$ cat src/rtl/mac_if_pkg.sv
// Shared GMII receive constants, default frame-length limits and the RX frame sequencer state type.
package mac_if_pkg;

  localparam int GMII_DATA_W = 8;

  localparam logic [GMII_DATA_W-1:0] ETH_PREAMBLE_BYTE = 8'h55;
  localparam logic [GMII_DATA_W-1:0] ETH_SFD_BYTE      = 8'hD5;

  localparam int DEFAULT_MIN_FRAME_LEN = 64;
  localparam int DEFAULT_MAX_FRAME_LEN = 1522;
  localparam int DEFAULT_LEN_W         = 11;

  typedef enum logic [1:0] {
    ST_IDLE,
    ST_PREAMBLE,
    ST_PAYLOAD,
    ST_DROP
  } rx_frame_state_e;

endpackage

$ cat src/rtl/gmii_rx_frame_ctrl_if.sv
// GMII byte stream in, delimited frame stream out. Statistics counters exist only when
// GMII_RX_STATS_EN is defined.
interface gmii_rx_frame_ctrl_if;
  import mac_if_pkg::*;

  logic [GMII_DATA_W-1:0] gmii_data;
  logic                   gmii_valid;
  logic                   gmii_error;

  logic [GMII_DATA_W-1:0] data;
  logic                   valid;
  logic                   sof;
  logic                   eof;
  logic                   err;

`ifdef GMII_RX_STATS_EN
  logic [31:0] good_frames;
  logic [31:0] bad_frames;
  logic [31:0] drop_events;

  modport master (
    output gmii_data, gmii_valid, gmii_error,
    input  data, valid, sof, eof, err, good_frames, bad_frames, drop_events
  );
  modport slave (
    input  gmii_data, gmii_valid, gmii_error,
    output data, valid, sof, eof, err, good_frames, bad_frames, drop_events
  );
`else
  modport master (
    output gmii_data, gmii_valid, gmii_error,
    input  data, valid, sof, eof, err
  );
  modport slave (
    input  gmii_data, gmii_valid, gmii_error,
    output data, valid, sof, eof, err
  );
`endif

endinterface

$ cat src/rtl/gmii_rx_frame_ctrl.sv
// Strips preamble/SFD from the GMII byte stream and emits delimited frames with a one-byte hold
// so eof lands on the last byte. Optional frame statistics under GMII_RX_STATS_EN.
module gmii_rx_frame_ctrl
  import mac_if_pkg::*;
#(
  parameter int MIN_FRAME_LEN = DEFAULT_MIN_FRAME_LEN,
  parameter int MAX_FRAME_LEN = DEFAULT_MAX_FRAME_LEN,
  parameter int LEN_W         = DEFAULT_LEN_W
) (
  input  logic                 clk,
  input  logic                 rst,
  gmii_rx_frame_ctrl_if.slave  bus
);

  localparam logic [LEN_W-1:0] MIN_LEN = LEN_W'(MIN_FRAME_LEN);
  localparam logic [LEN_W-1:0] MAX_LEN = LEN_W'(MAX_FRAME_LEN);

  rx_frame_state_e        state_reg, state_next;
  logic [LEN_W-1:0]       count_reg, count_next;
  logic [GMII_DATA_W-1:0] hold_reg, hold_next;
  logic                   first_reg, first_next;
  logic                   sticky_reg, sticky_next;

  logic [GMII_DATA_W-1:0] data_reg, data_next;
  logic                   valid_reg, valid_next;
  logic                   sof_reg, sof_next;
  logic                   eof_reg, eof_next;
  logic                   err_reg, err_next;

  always_ff @(posedge clk or posedge rst) begin
    if (rst) begin
      state_reg  <= ST_IDLE;
      count_reg  <= '0;
      hold_reg   <= '0;
      first_reg  <= 1'b0;
      sticky_reg <= 1'b0;
      data_reg   <= '0;
      valid_reg  <= 1'b0;
      sof_reg    <= 1'b0;
      eof_reg    <= 1'b0;
      err_reg    <= 1'b0;
    end else begin
      state_reg  <= state_next;
      count_reg  <= count_next;
      hold_reg   <= hold_next;
      first_reg  <= first_next;
      sticky_reg <= sticky_next;
      data_reg   <= data_next;
      valid_reg  <= valid_next;
      sof_reg    <= sof_next;
      eof_reg    <= eof_next;
      err_reg    <= err_next;
    end
  end

  always_comb begin
    state_next  = state_reg;
    count_next  = count_reg;
    hold_next   = hold_reg;
    first_next  = first_reg;
    sticky_next = sticky_reg;
    data_next   = hold_reg;
    valid_next  = 1'b0;
    sof_next    = 1'b0;
    eof_next    = 1'b0;
    err_next    = 1'b0;

    case (state_reg)
      ST_IDLE: begin
        count_next  = '0;
        sticky_next = 1'b0;
        if (bus.gmii_valid) begin
          if (!bus.gmii_error && bus.gmii_data == ETH_PREAMBLE_BYTE) state_next = ST_PREAMBLE;
          else                                                       state_next = ST_DROP;
        end
      end

      ST_PREAMBLE: begin
        if (!bus.gmii_valid) begin
          state_next = ST_IDLE;
        end else if (bus.gmii_error) begin
          state_next = ST_DROP;
        end else if (bus.gmii_data == ETH_SFD_BYTE) begin
          state_next = ST_PAYLOAD;
          first_next = 1'b1;
          count_next = '0;
        end else if (bus.gmii_data != ETH_PREAMBLE_BYTE) begin
          state_next = ST_DROP;
        end
      end

      ST_PAYLOAD: begin
        // count_reg is the number of bytes accepted so far, including the one in hold_reg
        if (!bus.gmii_valid) begin
          state_next = ST_IDLE;
          if (count_reg != '0) begin
            valid_next = 1'b1;
            sof_next   = first_reg;
            eof_next   = 1'b1;
            err_next   = sticky_reg || (count_reg < MIN_LEN);
          end
        end else if (count_reg >= MAX_LEN) begin
          state_next = ST_DROP;
          valid_next = 1'b1;
          sof_next   = first_reg;
          eof_next   = 1'b1;
          err_next   = 1'b1;
        end else begin
          hold_next   = bus.gmii_data;
          count_next  = (count_reg == '1) ? count_reg : count_reg + LEN_W'(1);
          sticky_next = sticky_reg || bus.gmii_error;
          if (count_reg != '0) begin
            valid_next = 1'b1;
            sof_next   = first_reg;
            first_next = 1'b0;
          end
        end
      end

      ST_DROP: begin
        if (!bus.gmii_valid) state_next = ST_IDLE;
      end

      default: state_next = ST_IDLE;
    endcase
  end

  assign bus.data  = data_reg;
  assign bus.valid = valid_reg;
  assign bus.sof   = sof_reg;
  assign bus.eof   = eof_reg;
  assign bus.err   = err_reg;

`ifdef GMII_RX_STATS_EN
  // Index 0: good frames, 1: bad frames, 2: entries into DROP from IDLE/PREAMBLE
  logic [2:0]       stat_inc;
  logic [2:0][31:0] stat_cnt;

  assign stat_inc[0] = valid_reg && eof_reg && !err_reg;
  assign stat_inc[1] = valid_reg && eof_reg && err_reg;
  assign stat_inc[2] = (state_next == ST_DROP) &&
                       (state_reg == ST_IDLE || state_reg == ST_PREAMBLE);

  genvar gi;
  generate
    for (gi = 0; gi < 3; gi++) begin : g_stat
      logic [31:0] cnt_reg;
      always_ff @(posedge clk or posedge rst) begin
        if (rst)                                cnt_reg <= '0;
        else if (stat_inc[gi] && cnt_reg != '1) cnt_reg <= cnt_reg + 32'd1;
      end
      assign stat_cnt[gi] = cnt_reg;
    end
  endgenerate

  assign bus.good_frames = stat_cnt[0];
  assign bus.bad_frames  = stat_cnt[1];
  assign bus.drop_events = stat_cnt[2];
`endif

endmodule

$ cat src/flat_wrapper.sv
// flat-port wrapper written by rule: the top's interface ports become plain ports
module gmii_rx_frame_ctrl_flat import mac_if_pkg::*;
#(
  parameter int MIN_FRAME_LEN = DEFAULT_MIN_FRAME_LEN,
  parameter int MAX_FRAME_LEN = DEFAULT_MAX_FRAME_LEN,
  parameter int LEN_W         = DEFAULT_LEN_W
)
  (clk, rst, bus_gmii_data, bus_gmii_valid, bus_gmii_error, bus_data, bus_valid, bus_sof, bus_eof, bus_err);
  gmii_rx_frame_ctrl_if bus_i ();
  input  logic clk;
  input  logic rst;
  input wire logic [$bits(bus_i.gmii_data)-1:0] bus_gmii_data;
  input wire logic [$bits(bus_i.gmii_valid)-1:0] bus_gmii_valid;
  input wire logic [$bits(bus_i.gmii_error)-1:0] bus_gmii_error;
  output wire logic [$bits(bus_i.data)-1:0] bus_data;
  output wire logic [$bits(bus_i.valid)-1:0] bus_valid;
  output wire logic [$bits(bus_i.sof)-1:0] bus_sof;
  output wire logic [$bits(bus_i.eof)-1:0] bus_eof;
  output wire logic [$bits(bus_i.err)-1:0] bus_err;
  assign bus_i.gmii_data = bus_gmii_data;
  assign bus_i.gmii_valid = bus_gmii_valid;
  assign bus_i.gmii_error = bus_gmii_error;
  assign bus_data = bus_i.data;
  assign bus_valid = bus_i.valid;
  assign bus_sof = bus_i.sof;
  assign bus_eof = bus_i.eof;
  assign bus_err = bus_i.err;
  gmii_rx_frame_ctrl #(.MIN_FRAME_LEN(MIN_FRAME_LEN), .MAX_FRAME_LEN(MAX_FRAME_LEN), .LEN_W(LEN_W)) u_core (.clk(clk), .rst(rst), .bus(bus_i));
endmodule
$ cat config.mk
export PLATFORM = sky130hd
export DESIGN_NAME = gmii_rx_frame_ctrl_flat
export DESIGN_NICKNAME = d
export VERILOG_FILES = /design/src/rtl/mac_if_pkg.sv /design/src/rtl/gmii_rx_frame_ctrl_if.sv /design/src/rtl/gmii_rx_frame_ctrl.sv /design/src/flat_wrapper.sv
export SDC_FILE = /design/constraint.sdc
export NUM_CORES = 1
export LEC_CHECK = 0
export ABC_AREA = 1
export CAP_MARGIN = 20
export CORE_ASPECT_RATIO = 1.1
export CORE_MARGIN = 2
export CORE_UTILIZATION = 45
export CTS_BUF_LIST = sky130_fd_sc_hd__clkbuf_4
export DETAILED_ROUTE_END_ITERATION = 7
export PLACE_DENSITY = 0.67
export SETUP_SLACK_MARGIN = 0.02
export SYNTH_ARGS = -nofsm -noshare
export SYNTH_HDL_FRONTEND = slang
export SYNTH_SLANG_ARGS = --single-unit
$ cat constraint.sdc
create_clock -name clk -period 1.35 [get_ports clk]
set_input_delay 0.135 -clock clk [delete_from_list [all_inputs] [get_ports clk]]
set_output_delay 0.135 -clock clk [all_outputs]
set_load 0.02 [all_outputs]
==> metrics.md <==
| Metric | Value |
|---|---|
| Status | `complete, but fails checks` |
| Failing checks | `setup timing` |
| # setup viols final | `26` |
| Detailed Route WL | `4360 µm` |
| Clock latency at the later pin of the worst-skew pair | `330 ps` |
| First drt pass iteration count | `4` |
| Iteration-0 DRC Markers | `98` |
| DIE AREA | `0.00455 mm²` |
| Drt wl/cell | `12.0 µm` |
| Clk root buf | `clkbuf_4` |
| Final min period | `1490 ps` |
| Clock Skew | `6.72 ps` |
| Max clock buf depth | `2` |
| GRT Total Usage | `21.0%` |
| FF-to-FF End | `u_core.count_reg[2]` |
| Max Cap Viol | `0` |
| Power density over cell area | `1670 mW/mm²` |
| Setup CP Type | `flip-flop to flip-flop` |
| FF/Latch Area | `876 µm²` |
| Count leader, synth | `nand2_1` |
| Antenna violations before repair | `0` |
| Leakage power | `1.45 nW` |
| Final worst path period share | `111%` |
| RSZ-0062 raised after global routing | `yes` |
| Routed Antenna Nets | `0` |
| CP Capture Type | `flip-flop` |
| Mapped Cells | `237` |
| Worst EP required | `1570 ps` |
| Syn_area_per_cell | `7.64 µm²` |
| Clk slew on worst S/H paths | `100 ps` |
| Setup TNS | `-2250 ps` |
| DP Cell Count | `350` |
| CTS sink count | `35` |
| Final Hold Viols | `0` |
| Slew @ Worst Pin | `244 ps` |
| Row count | `24` |
| Remaining global-route overflow | `0` |
| Worst Path Max Fanout | `5` |
| Initial core utilization | `46.4%` |
| Power, Total | `4.55 mW` |
| VDD IR-drop max | `1220 µV` |
| Synth cell types | `24` |
| Reg-to-reg slack, setup | `-140 ps` |
| CTS tree | `done` |
| Core ar. | `0.00390 mm²` |
| Area of the multi-input gates | `945 µm²` |
| Hold slack | `141 ps` |
| Max-slew violation count | `0` |
| Final instance area | `0.00272 mm²` |
| Finished Layout Cells | `363` |
| Synth Net Count | `252` |
| DRC Markers | `0` |
| Synth area leader | `dfrtp_1` |
| CP arrival | `1720 ps` |
| IO Port Bufs | `23` |
| CP startpoint kind | `flip-flop` |
| #FFs+latches synth | `35` |
| Ys flop type | `dfrtp_1` |
| Via-to-Cell Ratio | `4.80` |
| Sequential share of the synthesized area | `48.3%` |
| First-pass GRT wire length | `7370 µm` |
| Fraction of registers with async set/reset | `100%` |
| R2R depth | `10` |
| Fillers | `338` |
| GP Congestion | `0.815` |
| Share of layout cells above drive strength 1 | `33.1%` |
| Normalized max-slew margin | `83.7%` |
| Worst reg2reg startpoint | `u_core.count_reg[1]` |
| Ranking of synthesized cells by area | `dfrtp_1 48%, nand2_1 16%, inv_1 6.4%, o21ai_1 5.5%, nor2_1 4.8%` |
| Commonest cells in the netlist | `78 x nand2_1, 35 x dfrtp_1, 31 x inv_1` |
| Ant diodes | `0` |
| Min-Delay Path Class | `input pin to async pin` |
| Io pins | `24` |
| H-tree depth | `2` |
| Largest register FFs | `11` |
| CTS Buf Count | `5` |
| Chip height | `70.6 µm` |
| Largest net degree at the start of global routing | `36` |
| Syn. warnings | `0` |
| Vias | `1744` |
| Area Overhead vs Synth | `50.1%` |
| CTS Hold Bufs | `0` |
| Post-synth EDFFs | `0` |
| Die X | `64.5 µm` |
| Layout net count | `326` |
| Final worst setup slack | `-143 ps` |
| Max Fclk | `670 MHz` |
| Vias in the first global route | `1649` |
| DP Wirelength | `2800 µm` |
| Top cell type's share of synthesized area | `48.3%` |
| Placed instance area | `0.00242 mm²` |
| Cell Area, Synth | `0.00181 mm²` |
[cells in the final DEF, fill, tap and decap left out, drive strengths merged]
| master | count |
|---|---|
| o21ai | 20 |
| a21oi | 3 |
| nand3b | 2 |
| inv | 33 |
| o211ai | 1 |
| or2 | 1 |
| ha | 3 |
| clkdlybuf4s50 | 11 |
| a31o | 1 |
| nand2 | 82 |
| xor2 | 2 |
| dfrtp | 35 |
| nor3b | 1 |
| nand4 | 5 |
| nor2 | 25 |
| buf | 49 |
| clkinv | 3 |
| nand3 | 16 |
| dlygate4sd2 | 12 |
| clkbuf | 6 |
[cell type report]
type / instances / area share, %
timing repair buffer: 73 / 24.3
clock buffer: 5 / 1.38
clock inverter: 2 / 0.322
sequential: 35 / 32.2
multi-input combinational: 162 / 34.7
tap: 52 / 2.39
inverter: 34 / 4.69
[repair_timing]
| item | 4_1_cts | 5_1_grt |
|---|---|---|
| buffers inserted | 2 | 1 |
| cloned | 2 | 1 |
| gates resized for setup | 33 | 29 |
| endpoints found under the setup margin | 37 | 27 |
| pin swaps | 6 | 10 |
[per-layer routing]
| layer | GRT usage, % | part of all wire [%] | up-vias | wire [µm] |
|---|---|---|---|---|
| met1 | 28.7 | 46 | 807 | 1980 |
| li1 | - | - | 890 | - |
| met3 | 4.29 | 3.5 | 9 | 151 |
| met2 | 32.6 | 49 | 38 | 2140 |
| met5 | 0 | 0 | - | 0 |
| met4 | 8.98 | 1.9 | 0 | 82 |
[critical path, stage by stage (launching register included)]
cell       delay (ps)
dfrtp_1           410
ha_2              170
nor2_1             80
nand2_1            90
nand3b_4          110
nand2_4            70
nand2_4           100
nand2_8            80
clkbuf_16         160
nand2_1            50
o21ai_1            50
[metrics by stage]
step / util (%) / setup WS [ps]
finish: 69.7 / -143
global route: 69.7 / -231
CTS: 66.0 / -107
detailed placement: 61.9 / -218
global placement: 61.9 / -177
floorplan: - / -60.0
[where the power goes]
part,switching (mW),total [mW],internal [mW],leakage [nW]
clock network,0.333,0.517,0.184,0.0285
logic,1.35,2.53,1.18,0.967
registers,0.141,1.51,1.37,0.455
[how the worst max path moves through the flow]
stage,slack [ps],endpoint,depth (start not counted),from
2_1_floorplan,-60,u_core.count_reg[1],11,u_core.count_reg[0]
3_3_place_gp,-180,u_core.count_reg[0],9,bus_gmii_data[2]
3_5_place_dp,-220,u_core.count_reg[1],9,bus_gmii_data[0]
4_1_cts,-110,u_core.count_reg[2],7,u_core.count_reg[1]
5_1_grt,-230,u_core.count_reg[2],10,u_core.count_reg[1]
6_report,-140,u_core.count_reg[2],10,u_core.count_reg[1]
[cell families (layout without fill, tap and decap cells)]
| group | count (synthesis) | count (layout) | share of synthesized area (%) |
|---|---|---|---|
| AOI/OAI and AO/OA | 25 | 25 | 7.25 |
| xor gates and xnor gates | 2 | 2 | 0.967 |
| adders and majority gates | 3 | 3 | 2.07 |
| buffers and inverters | 40 | 114 | 9.67 |
| DFF | 35 | 35 | 48.3 |
| and+or+nand+nor | 132 | 132 | 31.7 |
Note: power is estimated with default switching activity, not from simulation.
